--- src/rtl/fir_l3_serializer.sv ---
// Parallel-to-serial output stage for the L-parallel FIR datapath: buffers up to DEPTH blocks of
// LANES samples and streams them out one sample per cycle, oldest lane first.
module fir_l3_serializer #(
   parameter int unsigned DATA_WIDTH = 64,
   parameter int unsigned LANES      = 3,
   parameter int unsigned DEPTH      = 2
) (
   input  logic                                        clk,
   input  logic                                        reset_n,
   input  logic                                        in_valid,
   output logic                                        in_ready,
   input  logic [LANES*DATA_WIDTH-1:0]                 in_data,
   output logic                                        out_valid,
   input  logic                                        out_ready,
   output logic [DATA_WIDTH-1:0]                       out_data,
   output logic [((LANES > 1) ? $clog2(LANES) : 1)-1:0] out_lane,
   output logic                                        out_last
);

   localparam int unsigned LaneW = (LANES > 1) ? $clog2(LANES) : 1;
   localparam int unsigned PtrW  = (DEPTH > 1) ? $clog2(DEPTH) : 1;
   localparam int unsigned CntW  = $clog2(DEPTH + 1);

   localparam logic [LaneW-1:0] LastLane = LaneW'(LANES - 1);
   localparam logic [PtrW-1:0]  LastPtr  = PtrW'(DEPTH - 1);
   localparam logic [CntW-1:0]  FullCnt  = CntW'(DEPTH);

   logic [LANES*DATA_WIDTH-1:0] mem_q [DEPTH];

   logic [PtrW-1:0]  wr_ptr_q, wr_ptr_d;
   logic [PtrW-1:0]  rd_ptr_q, rd_ptr_d;
   logic [CntW-1:0]  count_q, count_d;
   logic [LaneW-1:0] lane_q, lane_d;

   logic                        push, pop, free_blk;
   logic [LANES*DATA_WIDTH-1:0] head_blk;
   logic [DATA_WIDTH-1:0]       head_sample;

   // reset_n gating keeps in_ready low during reset; no path from in_valid or out_ready.
   assign in_ready  = reset_n && (count_q < FullCnt);
   assign out_valid = (count_q != '0);

   assign push     = in_valid && in_ready;
   assign pop      = out_valid && out_ready;
   assign free_blk = pop && (lane_q == LastLane);

   assign head_blk = mem_q[rd_ptr_q];

   always_comb begin
      head_sample = '0;
      for (int unsigned k = 0; k < LANES; k++) begin
         if (lane_q == LaneW'(k)) begin
            head_sample = head_blk[k*DATA_WIDTH +: DATA_WIDTH];
         end
      end
   end

   assign out_data = out_valid ? head_sample : '0;
   assign out_lane = out_valid ? lane_q : '0;
   assign out_last = out_valid && (lane_q == LastLane);

   always_comb begin
      wr_ptr_d = wr_ptr_q;
      rd_ptr_d = rd_ptr_q;
      count_d  = count_q;
      lane_d   = lane_q;

      if (push) begin
         wr_ptr_d = (wr_ptr_q == LastPtr) ? '0 : wr_ptr_q + PtrW'(1);
      end

      if (pop) begin
         if (lane_q == LastLane) begin
            lane_d   = '0;
            rd_ptr_d = (rd_ptr_q == LastPtr) ? '0 : rd_ptr_q + PtrW'(1);
         end else begin
            lane_d = lane_q + LaneW'(1);
         end
      end

      case ({push, free_blk})
         2'b10:   count_d = count_q + CntW'(1);
         2'b01:   count_d = count_q - CntW'(1);
         default: count_d = count_q;
      endcase
   end

   always_ff @(posedge clk or negedge reset_n) begin
      if (!reset_n) begin
         wr_ptr_q <= '0;
         rd_ptr_q <= '0;
         count_q  <= '0;
         lane_q   <= '0;
      end else begin
         wr_ptr_q <= wr_ptr_d;
         rd_ptr_q <= rd_ptr_d;
         count_q  <= count_d;
         lane_q   <= lane_d;
      end
   end

   // Payload storage needs no reset: out_data is masked whenever count is zero.
   always_ff @(posedge clk) begin
      if (push) begin
         mem_q[wr_ptr_q] <= in_data;
      end
   end

endmodule

--- config.mk ---
export PLATFORM = sky130hd
export DESIGN_NAME = fir_l3_serializer
export DESIGN_NICKNAME = d
export VERILOG_FILES = /design/src/rtl/fir_l3_serializer.sv
export SDC_FILE = /design/constraint.sdc
export NUM_CORES = 1
export LEC_CHECK = 0
export BUFFER_PORTS_ARGS = -buffer_cell sky130_fd_sc_hd__buf_2
export CAP_MARGIN = 5
export CORE_MARGIN = 2
export CORE_UTILIZATION = 55
export CTS_CLUSTER_DIAMETER = 150
export DETAILED_ROUTE_END_ITERATION = 10
export PLACE_DENSITY = 0.78
export SETUP_SLACK_MARGIN = 0.05
export SLEW_MARGIN = 10
export SYNTH_ARGS = -nofsm -noshare
export SYNTH_HDL_FRONTEND = slang
export SYNTH_SLANG_ARGS = --single-unit
--- constraint.sdc ---
create_clock -name clk -period 10.8 [get_ports clk]
set_clock_uncertainty 0.05 [all_clocks]
set_input_delay 1.08 -clock clk [delete_from_list [all_inputs] [get_ports clk]]
set_output_delay 1.08 -clock clk [all_outputs]
set_load 0.02 [all_outputs]
Yosys cells after proc, flatten, opt, wreduce, memory -nomap -nowiden. Memory sizes are Yosys's and may differ from the RTL's. Cells that the tools add are included.

Bits in read-only memories: 0. Bits of input ports: 196. Memory bits (writable): 384. Word-level logic and storage cells: 35. Latch bits: 0. Memories: 1. Register bits after elaboration: 6.

Bitwise operators: 0. Shift operators: 0. Reduce and logical (&&, ||, !) cells: 9. Multipliers: 0. Muxes and demuxes: 11. Equal/unequal tests: 4. Add/subtract/negate cells: 5. Magnitude comparators: 1. Div/mod/pow operators: 0.

Memories: mem_q (words 2, bits a word 192, read ports 1, clocked after Yosys merged registers in 0, wr ports 1, line 28) `logic [LANES*DATA_WIDTH-1:0] mem_q [DEPTH];`.

Operators by type and width (number): 2-to-1 mux 64 bit (4); logical AND 1 bit (5); adder 2 x 1 -> 2 bit (second input constant) (2); equality test 2 x 1 -> 1 bit (second input constant) (2); equality test 2 bit (second input constant) (2); 2-to-1 mux 1 bit (4); 2-to-1 mux 2 bit (2); case mux 2 bit (2 select lines) (1); nonzero test 2 bit (2); adder 1 bit (second input constant) (2); zero test 2 bit (1); < comparator 2 bit (second input constant) (1); AND reduction 2 bit (1); subtractor 2 x 1 -> 2 bit (second input constant) (1).

Logic depth before layout (Yosys ltp).
Depth after elaboration: 5. Depth in mapped cells: 9.

Least setup slack after synthesis. Ideal clock, no wire load.

Path type: in2reg. Start point: input port reset_n. End point: memory mem_q[0][0] (netlist bit), enable pin. Arrival: 9640 ps. Cell stages on the path: 3. Buffers on the path: 0. Setup slack: 362 ps. Cells stage by stage: nor2b_1 nand2_1 nor2_1.

Cells in the longest elaborated chain, start to end: 4.

Ends and longest elaborated chain: start, declared (line 9) `input logic reset_n,`; logical AND 1 bit (line 40) `assign in_ready = reset_n && (count_q < FullCnt);`; logical AND 1 bit (line 43) `assign push = in_valid && in_ready;`; 2-to-1 mux 1 bit (line 104) `if (push) begin`; 2-to-1 mux 1 bit (not written as such) (line 105) `mem_q[wr_ptr_q] <= in_data;`; end, declared (line 28).

Every way passes these cells.

Final worst setup path.
Start point: register rd_ptr_q. End point: output port out_data[47].

Cells in the longest elaborated chain, start to end: 5.

Ends and longest elaborated chain: start, declared (line 31) `logic [PtrW-1:0] rd_ptr_q, rd_ptr_d;`; start signal, assigned (line 96) `rd_ptr_q <= rd_ptr_d;`; memory (2 x 192 bit) (*); 2-to-1 mux 64 bit (2 in a row) (line 52) `if (lane_q == LaneW'(k)) begin`; 2-to-1 mux 64 bit (*) (line 52); 2-to-1 mux 64 bit (*) (line 58) `assign out_data = out_valid ? head_sample : '0;`; end, declared (line 15) `output logic [DATA_WIDTH-1:0] out_data,`.

Mark *: on every way between the ends. The rest lies on a longest branch, timed or not.

==> results.py <==
metrics = {
    "status": {
        "status": "finished clean",
    },
    "pwr": {
        "p_leak_nw": 6.61,
        "power.density_mw_per_mm2": 264,
        "ir_drop_v": 0.000179,
        "p_total_w": 0.00481,
    },
    "global_route": {
        "grt_util_all_layers_pct": 20.2,
        "antenna_found_initial": 11,
        "grt_max_degree": 80,
        "grt_pass1_vias": 8459,
        "grt.overflow.total": 0,
        "grt_first_pass_wirelength_mm": 45.1,
    },
    "setup_path": {
        "reg2reg_depth": 4,
        "critPathArrivalTime_ns": 3.82,
        "r2r_slack_ns": 7.23,
        "path_cells": "buf_4 > buf_4 > mux2_2 > nand3_1 > o221ai_2 > buf_2",
        "path_max_fanout": 66,
        "critPathRequiredTime_ns": 9.67,
        "cp-end-kind": "output port",
        "slowest_stage": "buf_4",
        "crit_path_start_kind": "register",
        "path_delay_family": "buffers and inverters",
        "slowest_delay_ns": 0.89,
        "timing.rr.end": "mem_q[1][143]",
        "worstSetupPathType": "reg2out",
        "r2r_start": "count_q[1]",
        "cp_num_buf_inv": 3,
        "cpMostUsedCell": "buf_4",
    },
    "yosys": {
        "yosys-top-cells-count": "384 x edfxtp_1, 127 x mux2i_1, 63 x nand3_1, 62 x mux2_2, 60 x o221ai_2",
        "synth_top_area_share_pct": 73.9,
        "yosysWarnings": 0,
        "synth_area_leader_cell": "edfxtp_1",
        "ys_seq_area_share_pct": 74.9,
        "post-synth-top-count-cell": "edfxtp_1",
        "post_synth_num_cell_types": 35,
        "syn-num-nets": 987,
        "synthArstFlopShare_pct": 1.54,
        "ys_seq_elements": 390,
        "avgSynthCellArea_um2": 19.7,
        "synth_area_leaders": "edfxtp_1 74%, mux2i_1 8.1%, o221ai_2 5.8%",
        "synth_edf_count": 384,
        "yosys_most_used_dff": "edfxtp_1",
        "syn_inst": 790,
        "synth_area_mm2": 0.0156,
    },
    "cts": {
        "h-tree-depth": 2,
        "cts_made_buffers": 39,
        "clock_latency_ns": 0.50,
        "clock-root-buffer": "clkbuf_16",
        "clock_path_buffers": 3,
        "cts_tree": "done",
        "clock-sinks": 390,
        "postCtsSetupRepairBufs": 0,
        "path_clk_slew_ns": 0.06,
        "cts_resized": 0,
        "hold_buffers": 0,
    },
    "detailed_routing": {
        "route.detailed.drc": 0,
        "drt_iter0_markers": 623,
        "vias_per_cell": 5.55,
        "ant_nets": 0,
        "avgRoutedWirePerCell_um": 21.0,
        "drt_wl_total_mm": 30.9,
        "first_pass_iters": 5,
        "num_vias": 8169,
    },
    "timing": {
        "rsz0062_at_grt": "false",
        "finalSetupTns_ns": 0,
        "slew_violations": 0,
        "setup_viol": 0,
        "maxSlewHeadroom_pct": 28.3,
        "fmaxAchievable_mhz": 202,
        "finalHoldViolations": 0,
        "fin_crit_sh_pct": 45.8,
        "worstMarginPinSlew_ns": 1.08,
        "finalCriticalPeriod_ns": 4.95,
    },
    "die": {
        "die_y_um": 172,
        "die_w_um": 172,
        "die_area_mm2": 0.0297,
        "pin_count": 265,
        "core.rowCount": 61,
        "initial_core_util_pct": 56.0,
        "fp.coreArea_mm2": 0.0279,
    },
    "place": {
        "numPortBuffers": 264,
        "gp_congestion": 0.715,
        "dp_hpwl_mm": 18.6,
    },
    "layout": {
        "area_growth_pct": 16.8,
        "nets": 1252,
        "drive_above_1_share_pct": 42.3,
    },
    "min_path": {
        "hold_path_class": "in2async",
    },
    "job": {
        "maxCapViolCount": 0,
    },
}
cells in the final DEF (no fill, tap or decap), drive strengths merged, types with 3 or more instances in the layout:
cell and n:
mux2i 127, edfxtp 384, clkinv 20, mux2 65, nand3 63, buf 275
diode 10, dfrtp 6, nand2 4, o221ai 63, clkbuf 48, nand2b 4
xnor2 4, nor2 3
state kept, by name, summed over array words and instances, names as in the netlist:
signal	cells
count_q	2
lane_q	2
mem_q	384
rd_ptr_q	1
wr_ptr_q	1
cell families after synthesis:
kind of cell | Yosys count | synth area share (%)
AO/OA/AOI/OAI | 67 | 6.10
XOR/XNOR | 5 | 0.281
adder cells (fa/ha/maj) | 1 | 0.0802
buffers and inverters | 53 | 2.90
flip-flops | 390 | 74.9
multiplexers | 192 | 12.8
AND/OR/NAND/NOR | 82 | 2.92
power by group:
part	total (W)	internal, W	switching, W
Clock	0.00121	0.000689	0.000520
Combinational	0.00167	0.000627	0.00104
Sequential	0.00193	0.00185	0.0000821
cell type report:
cell class / count / area, µm²
Tap cell: 378 / 473
Antenna cell: 10 / 25.0
Multi-Input combinational cell: 347 / 3480
Clock inverter: 21 / 93.8
Inverter: 2 / 7.51
Fill cell: 1919 / 9640
Timing Repair Buffer: 275 / 1400
Clock buffer: 48 / 1050
Sequential cell: 390 / 11700
per-layer routing:
| layer | GRT usage, % | part of all wire, % | vias up |
|---|---|---|---|
| li1 | - | - | 3788 |
| met1 | 25.2 | 40 | 4081 |
| met2 | 35.4 | 52 | 248 |
| met3 | 4.85 | 6.7 | 48 |
| met4 | 5.88 | 2.0 | 4 |
| met5 | 0 | 0.087 | - |
worst max-delay path by stage:
stage          depth (start not counted)       endpoint  startpoint  slack, ns
2_1_floorplan                          3    mem_q[0][0]     reset_n       0.36
3_3_place_gp                           5  mem_q[1][114]     reset_n       6.32
3_5_place_dp                           5  mem_q[1][178]     reset_n       6.29
4_1_cts                                6   out_data[37]    rd_ptr_q       5.83
5_1_grt                                6   out_data[58]    rd_ptr_q       5.66
6_report                               6   out_data[47]    rd_ptr_q       5.85
through the flow:
step	instance area, µm²	utilization (%)	hold WS [ns]	instances	setup slack (ns)
finish	18200	65.4	0.337	1471	5.85
global route	18200	65.4	0.328	1465	5.66
CTS	18200	65.3	0.328	1461	5.83
detailed placement	17100	61.2	0.489	1392	6.29
global placement	17100	61.2	0.465	1392	6.32
floorplan	15600	-	0.411	790	0.362
No activity file was read; power rests on OpenSTA's default activity.
